## src/rtl/tmem_array.sv

```systemverilog
// Temporal spike memory: each channel captures its first spike per gamma cycle and
// replays it after a programmable delay as a step or pulse; owns the gamma counter.
module tmem_array #(
  parameter int N_CH              = 8,
  parameter int GAMMA_CYCLE_WIDTH = 128,
  parameter int PULSE_WIDTH       = 8,
  localparam int CW               = $clog2(GAMMA_CYCLE_WIDTH),
  localparam int CHW              = (N_CH > 1) ? $clog2(N_CH) : 1
) (
  input  logic            aclk,
  input  logic            rst,
  input  logic            grst,
  input  logic [N_CH-1:0] in,
  output logic [N_CH-1:0] out,
  output logic [N_CH-1:0] late,
  output logic [CW-1:0]   counter,
  input  logic            pulse_mode,
  input  logic            cfg_we,
  input  logic [CHW-1:0]  cfg_ch,
  input  logic [CW-1:0]   cfg_delay
);
  localparam logic [CW-1:0] LAST_SLOT = CW'(GAMMA_CYCLE_WIDTH - 1);
  localparam logic [CW:0]   END_SLOT  = (CW+1)'(GAMMA_CYCLE_WIDTH - 2);
  localparam logic [CW:0]   MAX_FIRE  = (CW+1)'(GAMMA_CYCLE_WIDTH - 3);
  localparam logic [CW:0]   PW        = (CW+1)'(PULSE_WIDTH);

  typedef enum logic [1:0] {S_IDLE, S_ARMED, S_FIRING, S_DONE} ch_state_e;

  ch_state_e       state_q   [N_CH];
  ch_state_e       state_d   [N_CH];
  logic [CW:0]     fire_q    [N_CH];
  logic [CW:0]     fire_d    [N_CH];
  logic [CW-1:0]   dly_sh_q  [N_CH];
  logic [CW-1:0]   dly_sh_d  [N_CH];
  logic [CW-1:0]   dly_act_q [N_CH];
  logic [CW-1:0]   dly_act_d [N_CH];
  logic [CW-1:0]   cnt_q, cnt_d;
  logic [N_CH-1:0] out_q, out_d;
  logic [N_CH-1:0] late_q, late_d;
  logic            mode_q, mode_d;
  logic            boundary;
  logic [CW:0]     nxt_slot;

  always_comb begin
    logic [CW:0] fire_now;
    logic [CW:0] pulse_end;
    logic [CW:0] end_slot;
    fire_now  = '0;
    pulse_end = '0;
    end_slot  = '0;
    boundary  = grst || (cnt_q == LAST_SLOT);
    cnt_d     = grst ? '0 : cnt_q + CW'(1);
    nxt_slot  = {1'b0, cnt_q} + (CW+1)'(1);
    mode_d    = boundary ? pulse_mode : mode_q;
    for (int i = 0; i < N_CH; i++) begin
      // Write-through: a config write on the boundary edge is active in the new cycle.
      dly_sh_d[i]  = (cfg_we && cfg_ch == CHW'(i)) ? cfg_delay : dly_sh_q[i];
      dly_act_d[i] = boundary ? dly_sh_d[i] : dly_act_q[i];

      // An idle channel may capture this slot, so its fire time is formed on the fly.
      fire_now  = (state_q[i] == S_IDLE) ? ({1'b0, cnt_q} + {1'b0, dly_act_q[i]}) : fire_q[i];
      pulse_end = fire_now + PW;
      end_slot  = (mode_q && pulse_end < END_SLOT) ? pulse_end : END_SLOT;

      state_d[i] = state_q[i];
      fire_d[i]  = fire_q[i];
      late_d[i]  = late_q[i];
      if (boundary) begin
        state_d[i] = S_IDLE;
        late_d[i]  = 1'b0;
      end else begin
        unique case (state_q[i])
          S_IDLE: if (in[i]) begin
            fire_d[i] = fire_now;
            if (fire_now > MAX_FIRE) begin
              state_d[i] = S_DONE;
              late_d[i]  = 1'b1;
            end else if (nxt_slot > fire_now) begin
              state_d[i] = S_FIRING;
            end else begin
              state_d[i] = S_ARMED;
            end
          end
          S_ARMED:  if (nxt_slot > fire_now) state_d[i] = S_FIRING;
          S_FIRING: if (nxt_slot > end_slot) state_d[i] = S_DONE;
          S_DONE:   state_d[i] = S_DONE;
          default:  state_d[i] = S_IDLE;
        endcase
      end
      out_d[i] = (state_d[i] == S_FIRING);
    end
  end

  always_ff @(posedge aclk or posedge rst) begin
    if (rst) begin
      cnt_q  <= '0;
      mode_q <= 1'b0;
      out_q  <= '0;
      late_q <= '0;
      for (int i = 0; i < N_CH; i++) begin
        state_q[i]   <= S_IDLE;
        fire_q[i]    <= '0;
        dly_sh_q[i]  <= '0;
        dly_act_q[i] <= '0;
      end
    end else begin
      cnt_q     <= cnt_d;
      mode_q    <= mode_d;
      out_q     <= out_d;
      late_q    <= late_d;
      state_q   <= state_d;
      fire_q    <= fire_d;
      dly_sh_q  <= dly_sh_d;
      dly_act_q <= dly_act_d;
    end
  end

  assign out     = out_q;
  assign late    = late_q;
  assign counter = cnt_q;
endmodule

```

## config.mk

```make
export PLATFORM = sky130hd
export DESIGN_NAME = tmem_array
export DESIGN_NICKNAME = d
export VERILOG_FILES = /design/src/rtl/tmem_array.sv
export SDC_FILE = /design/constraint.sdc
export NUM_CORES = 1
export LEC_CHECK = 0
export CORE_MARGIN = 2
export CORE_UTILIZATION = 35
export DETAILED_ROUTE_END_ITERATION = 10
export MAX_ROUTING_LAYER = met4
export PLACE_DENSITY_LB_ADDON = 0.15
export SETUP_SLACK_MARGIN = 0.1
export SYNTH_ARGS = -nofsm -noshare
export SYNTH_HDL_FRONTEND = slang
export SYNTH_SLANG_ARGS = --single-unit
```

## constraint.sdc

```tcl
create_clock -name aclk -period 9.52 [get_ports aclk]
set_input_delay 1.904 -clock aclk [delete_from_list [all_inputs] [get_ports aclk]]
set_output_delay 1.904 -clock aclk [all_outputs]
set_load 0.005 [all_outputs]
```

== Word-level counts from Yosys, hierarchy flattened ==
Cells that the tools add are included.
Storage, ports and cells
  register bits after elaboration: 216
  bits of input ports: 23
  output and inout port bits: 23
Operators by class
  add/sub/neg operators: 18
  order comparisons: 32
  equality and inequality tests: 40
  mux-type cells: 113
  bitwise operators: 1
  reduce and logical (&&, ||, !) cells: 66
Operators by type and width (number)
  $gt A8 B8 Y1: 16
  $mux W8: 16
  $mux W2: 48
  $add A7 B7 Y8: 8
  $add A8 B4 Y8 const B: 8
  $gt A8 B7 Y1 const B: 8
  $lt A8 B7 Y1 const B: 8
  $pmux W2 S4: 8
  $mux W7: 9
  $eq A2 B2 Y1 const B: 24
  $reduce_and A3 Y1: 16
  $reduce_bool A2 Y1: 24
  $mux W1: 32
  $eq A2 B1 Y1 const B: 8
  $logic_and A1 B1 Y1: 16
  $logic_not A2 Y1: 8
  $eq A3 B3 Y1 const B: 4
  $add A7 B1 Y8 const B: 1
  $add A7 B1 Y7 const B: 1
  $eq A7 B7 Y1 const B: 1
  $eq A3 B2 Y1 const B: 2
  $eq A3 B1 Y1 const B: 1
  $logic_not A3 Y1: 1
  $logic_or A1 B1 Y1: 1
  $not A1 Y1: 1

== Depth between registers and ports, before layout ==
  word-level depth: 11
  mapped depth: 25
  depth with buffers taken out: 25

== Least setup slack after synthesis ==
No wires, ideal clock.
  path kind: register -> register
  start point: register cnt_q[0] (netlist: counter[0])
  end point: register state_q[8] in the netlist's numbering
  setup time: 131 ps
  data arrival time: 4966 ps
  required time: 9389 ps
  slack: 4423 ps
  cell stages (with the launch flop): 26
  path buffers: 0
  period minus slack after synthesis: 5097 ps
  path through: dfrtp_1 ha_1 inv_1 fa_1 nor2b_4 o31ai_1 xor2_1 nor2_1 a21oi_1 inv_1 ha_1 inv_1 o41ai_1 o311ai_0 a31oi_1 o21ai_0 a32oi_1 nor2b_1 ha_1 nor2b_1 o21a_1 o21ai_0 a211oi_1 nor4_1 a311oi_2 nor2b_1
RTL lines
  start: declaration: RTL line 37  | logic [CW-1:0] cnt_q, cnt_d;
  start signal: assignment: RTL line 107  | cnt_q <= cnt_d;
  end signal: assignment: RTL line 111  | state_q <= state_d;
  end: declaration: RTL line 29  | ch_state_e state_q [N_CH];

==> Flow_metrics.wiki <==
{| class="wikitable"
! Metric !! Value
|-
| Run status || finished clean
|-
| Number of detailed-routing iterations run before antenna repair || 5
|-
| Number of max-capacitance violations reported || 0
|-
| Count of standard-cell rows || 78
|-
| Total count of hold-check failures in the final report || 0
|-
| Total global-route track usage || 20.3%
|-
| Number of distinct library cells after synthesis || 94
|-
| Post-Synthesis Cell Area || roughly 0.016 mm²
|-
| Starting Density || a little over a third
|-
| Number of synthesized register bits || about 220
|-
| Vias after detailed routing || 13500
|-
| Most common cell after layout, fill and taps aside || nor2_1
|-
| Worst Max-Slew Pin Slew || 1.19 ns
|-
| Total negative slack || 0 ns
|-
| Sink count of the clock tree || 216
|-
| Vias in the first global route || ~13000
|-
| Total Nets Final || between 2000 and 2500
|-
| Final setup violation count || 0
|-
| Post-CTS Hold Fix Bufs || 0
|-
| Number of enable flip-flop cells after synthesis || 0
|-
| Hold/Removal Path Class || flop to flop
|-
| Startpoint type of the worst setup path || flop
|-
| Post-synthesis area per instance || between 8 and 9 µm²
|-
| Classification of the worst setup path || flop to flop
|-
| Gates resized, CTS repair || 0
|-
| Antenna Diode Count || 0
|-
| GP Congestion || 0.865
|-
| DPL Wire Length || around 32000 µm
|-
| ANT nets after route || 0
|-
| Final total power || approximately 4.6 mW
|-
| Global-route congestion overflow total || 0
|-
| Root buffer cell || clkbuf_16
|-
| Post-detailed-routing wire length || 46400 µm
|-
| CORE AREA || around 0.045 mm²
|-
| X dimension of the die || between 200 and 250 µm
|-
| Number of cells traversed by the worst register-to-register path || 25
|-
| Hold Path Cell Cnt || 2
|-
| TritonCTS clock tree || yes
|-
| Wire length per cell after detailed routing || 18.8 µm
|-
| Worst-path maximum fanout || 12
|-
| Time the final worst path needs with I/O delays and setup || 5.80 ns
|-
| Global-route wire length before repair || 73800 µm
|-
| Period utilisation layout || 61.0%
|-
| CP Data Required Time || 9.96 ns
|-
| Worst-Skew Late Latency || 0.57 ns
|-
| Arrival @ worst endpoint || 6.24 ns
|-
| Worst min-delay path endpoint || fire_q[11]
|-
| Fillers || approximately 4600
|-
| Pin count of the biggest net entering global routing || 94
|-
| Die boundary height || ~220 µm
|-
| Drc violations || 0
|-
| Quantity of I/O buffers inserted on ports || 45
|-
| Area after DPL || ~0.017 mm²
|-
| Setup repair after global routing missed its margin || no
|-
| H-tree depth || 1
|-
| Power Density || 251 mW/mm²
|-
| Buffer count from post-CTS setup fixing || 0
|-
| Summed area of non-filler cells in the final layout || 0.0183 mm²
|-
| FF+latch area || 0.00541 mm²
|-
| Number of CTS-inserted buffers || 29
|-
| Worst vdd ir || approximately 120 µV
|-
| Drt via density || ~5.5
|-
| Leak pwr || 8.44 nW
|-
| Endpoint kind of the worst setup timing path || flop
|-
| Layout cell share with drive strength beyond 1 || 10.5%
|-
| Most used flip-flop cell after synthesis || dfrtp_1
|-
| Antenna violations before repair || 0
|-
| Clock tree skew after final layout || 0.0129 ns
|-
| Initial detailed-routing violation count || 892
|-
| Die footprint || 0.0476 mm²
|-
| Area delta synth->final || 13.8%
|-
| Number of placed I/O pins || 46
|-
| End of the worst register-to-register path || state_q[8]
|-
| Synthesized netlist cell count || 1790
|-
| Fraction of registers with async set or reset after synthesis || 100%
|-
| R2r setup slk || 3.72 ns
|-
| Fraction of the core area covered by cells at the end of the flow || 40.3%
|-
| Final Max Tran Viols || 0
|-
| Highest clock rate || approximately 170 MHz
|-
| Total number of yosys warnings || 0
|-
| Hold wc startpoint || fire_q[11]
|-
| Commonest cells after routing, fill and taps aside || 324 x nor2_1, 216 x dfrtp_1, 193 x ha_1
|-
| Multi-input combinational cell area || about 0.010 mm²
|-
| Buffers from clock root to sink, at most || 3
|-
| Worst relative slew slack || 20.1%
|-
| Clock-pin slew on the worst setup and hold paths || approximately 0.060 ns
|-
| Startpoint of the lowest-slack register-to-register path || counter[0]
|-
| Post-synthesis sequential area ratio || 33.7%
|}
## logic make-up after synthesis
family                   synth area share, %
AO/OA/AOI/OAI                           19.5
XOR/XNOR                                2.67
adder cells (fa/ha/maj)                 16.0
buffers and inverters                   2.80
flip-flops                              33.7
multiplexers                            5.88
other                                 0.0233
AND/OR/NAND/NOR                         19.5
## power breakdown
| part | total (mW) | internal, mW | switching [mW] | leakage [nW] |
|---|---|---|---|---|
| combinational | 2.14 | 0.872 | 1.26 | 5.34 |
| clock | 1.12 | 0.670 | 0.452 | 0.474 |
| sequential | 1.33 | 1.17 | 0.156 | 2.62 |
## registers in the layout, indices dropped and copies added, names as in the netlist
| register | flops |
|---|---|
| late | 8 |
| dly_act_q | 56 |
| fire_q | 64 |
| state_q | 16 |
| counter | 7 |
| mode_q | 1 |
| dly_sh_q | 56 |
| out | 8 |
## Yosys cell counts, types with 29 or more instances
master / n / share of area [%]
nor2b_1: 41 / 1.6
nand2_1: 104 / 2.4
o21a_1: 44 / 2.1
dfrtp_1: 216 / 34
o21ai_0: 124 / 3.9
nor2_1: 324 / 7.6
ha_1: 193 / 15
clkbuf_1: 29 / 0.68
inv_1: 69 / 1.6
nand4_1: 33 / 1.3
mux2_2: 67 / 4.7
a21oi_1: 100 / 3.1
## layout make-up
type	count	area share, %
clock inverters	16	0.931
well taps	600	4.11
repair buffers	64	3.24
inverters	70	1.48
multi-input cells	1466	56.3
clock buffers	37	4.35
flip-flops and latches	216	29.6
## through the flow
stage          setup WS, ns  hold slack (ns)  instances
2_1_floorplan          1.71            0.440       1797
3_3_place_gp           3.98            0.460       2416
3_5_place_dp           3.74            0.466       2416
4_1_cts                3.70            0.480       2469
5_1_grt                3.25            0.503       2469
6_report               3.72            0.478       2469
## worst max path at each step
| stage | startpoint | to |
|---|---|---|
| 6_report | counter[0] | state_q[8] |
| 5_1_grt | counter[0] | state_q[8] |
| 4_1_cts | counter[0] | state_q[8] |
| 3_5_place_dp | counter[0] | state_q[8] |
| 3_3_place_gp | counter[0] | state_q[10] |
| 2_1_floorplan | rst | counter[0] |
## metal layers
| metal | routed length, µm | GRT usage [%] |
|---|---|---|
| met2 | 20900 | 31.7 |
| met4 | 959 | 4.31 |
| met5 | 0 | - |
| met1 | 22800 | 28.1 |
| met3 | 1770 | 2.70 |
## critical path, cell delays in order (launching register included)
cell	delay (ns)
dfrtp_1	0.85
ha_1	0.30
inv_1	0.06
fa_1	0.43
nor2b_4	0.14
o31ai_1	0.08
xor2_1	0.26
nor2_1	0.07
a21oi_1	0.20
inv_1	0.07
ha_1	0.33
inv_1	0.05
o41ai_1	0.36
o311ai_0	0.24
a31oi_1	0.22
o21ai_0	0.11
a32oi_1	0.41
nor2b_1	0.12
ha_1	0.33
nor2b_1	0.14
o21a_1	0.16
o21ai_0	0.18
a211oi_1	0.10
nor4_1	0.25
a311oi_2	0.08
nor2b_1	0.15
Note: power is estimated with default switching activity, not from simulation.
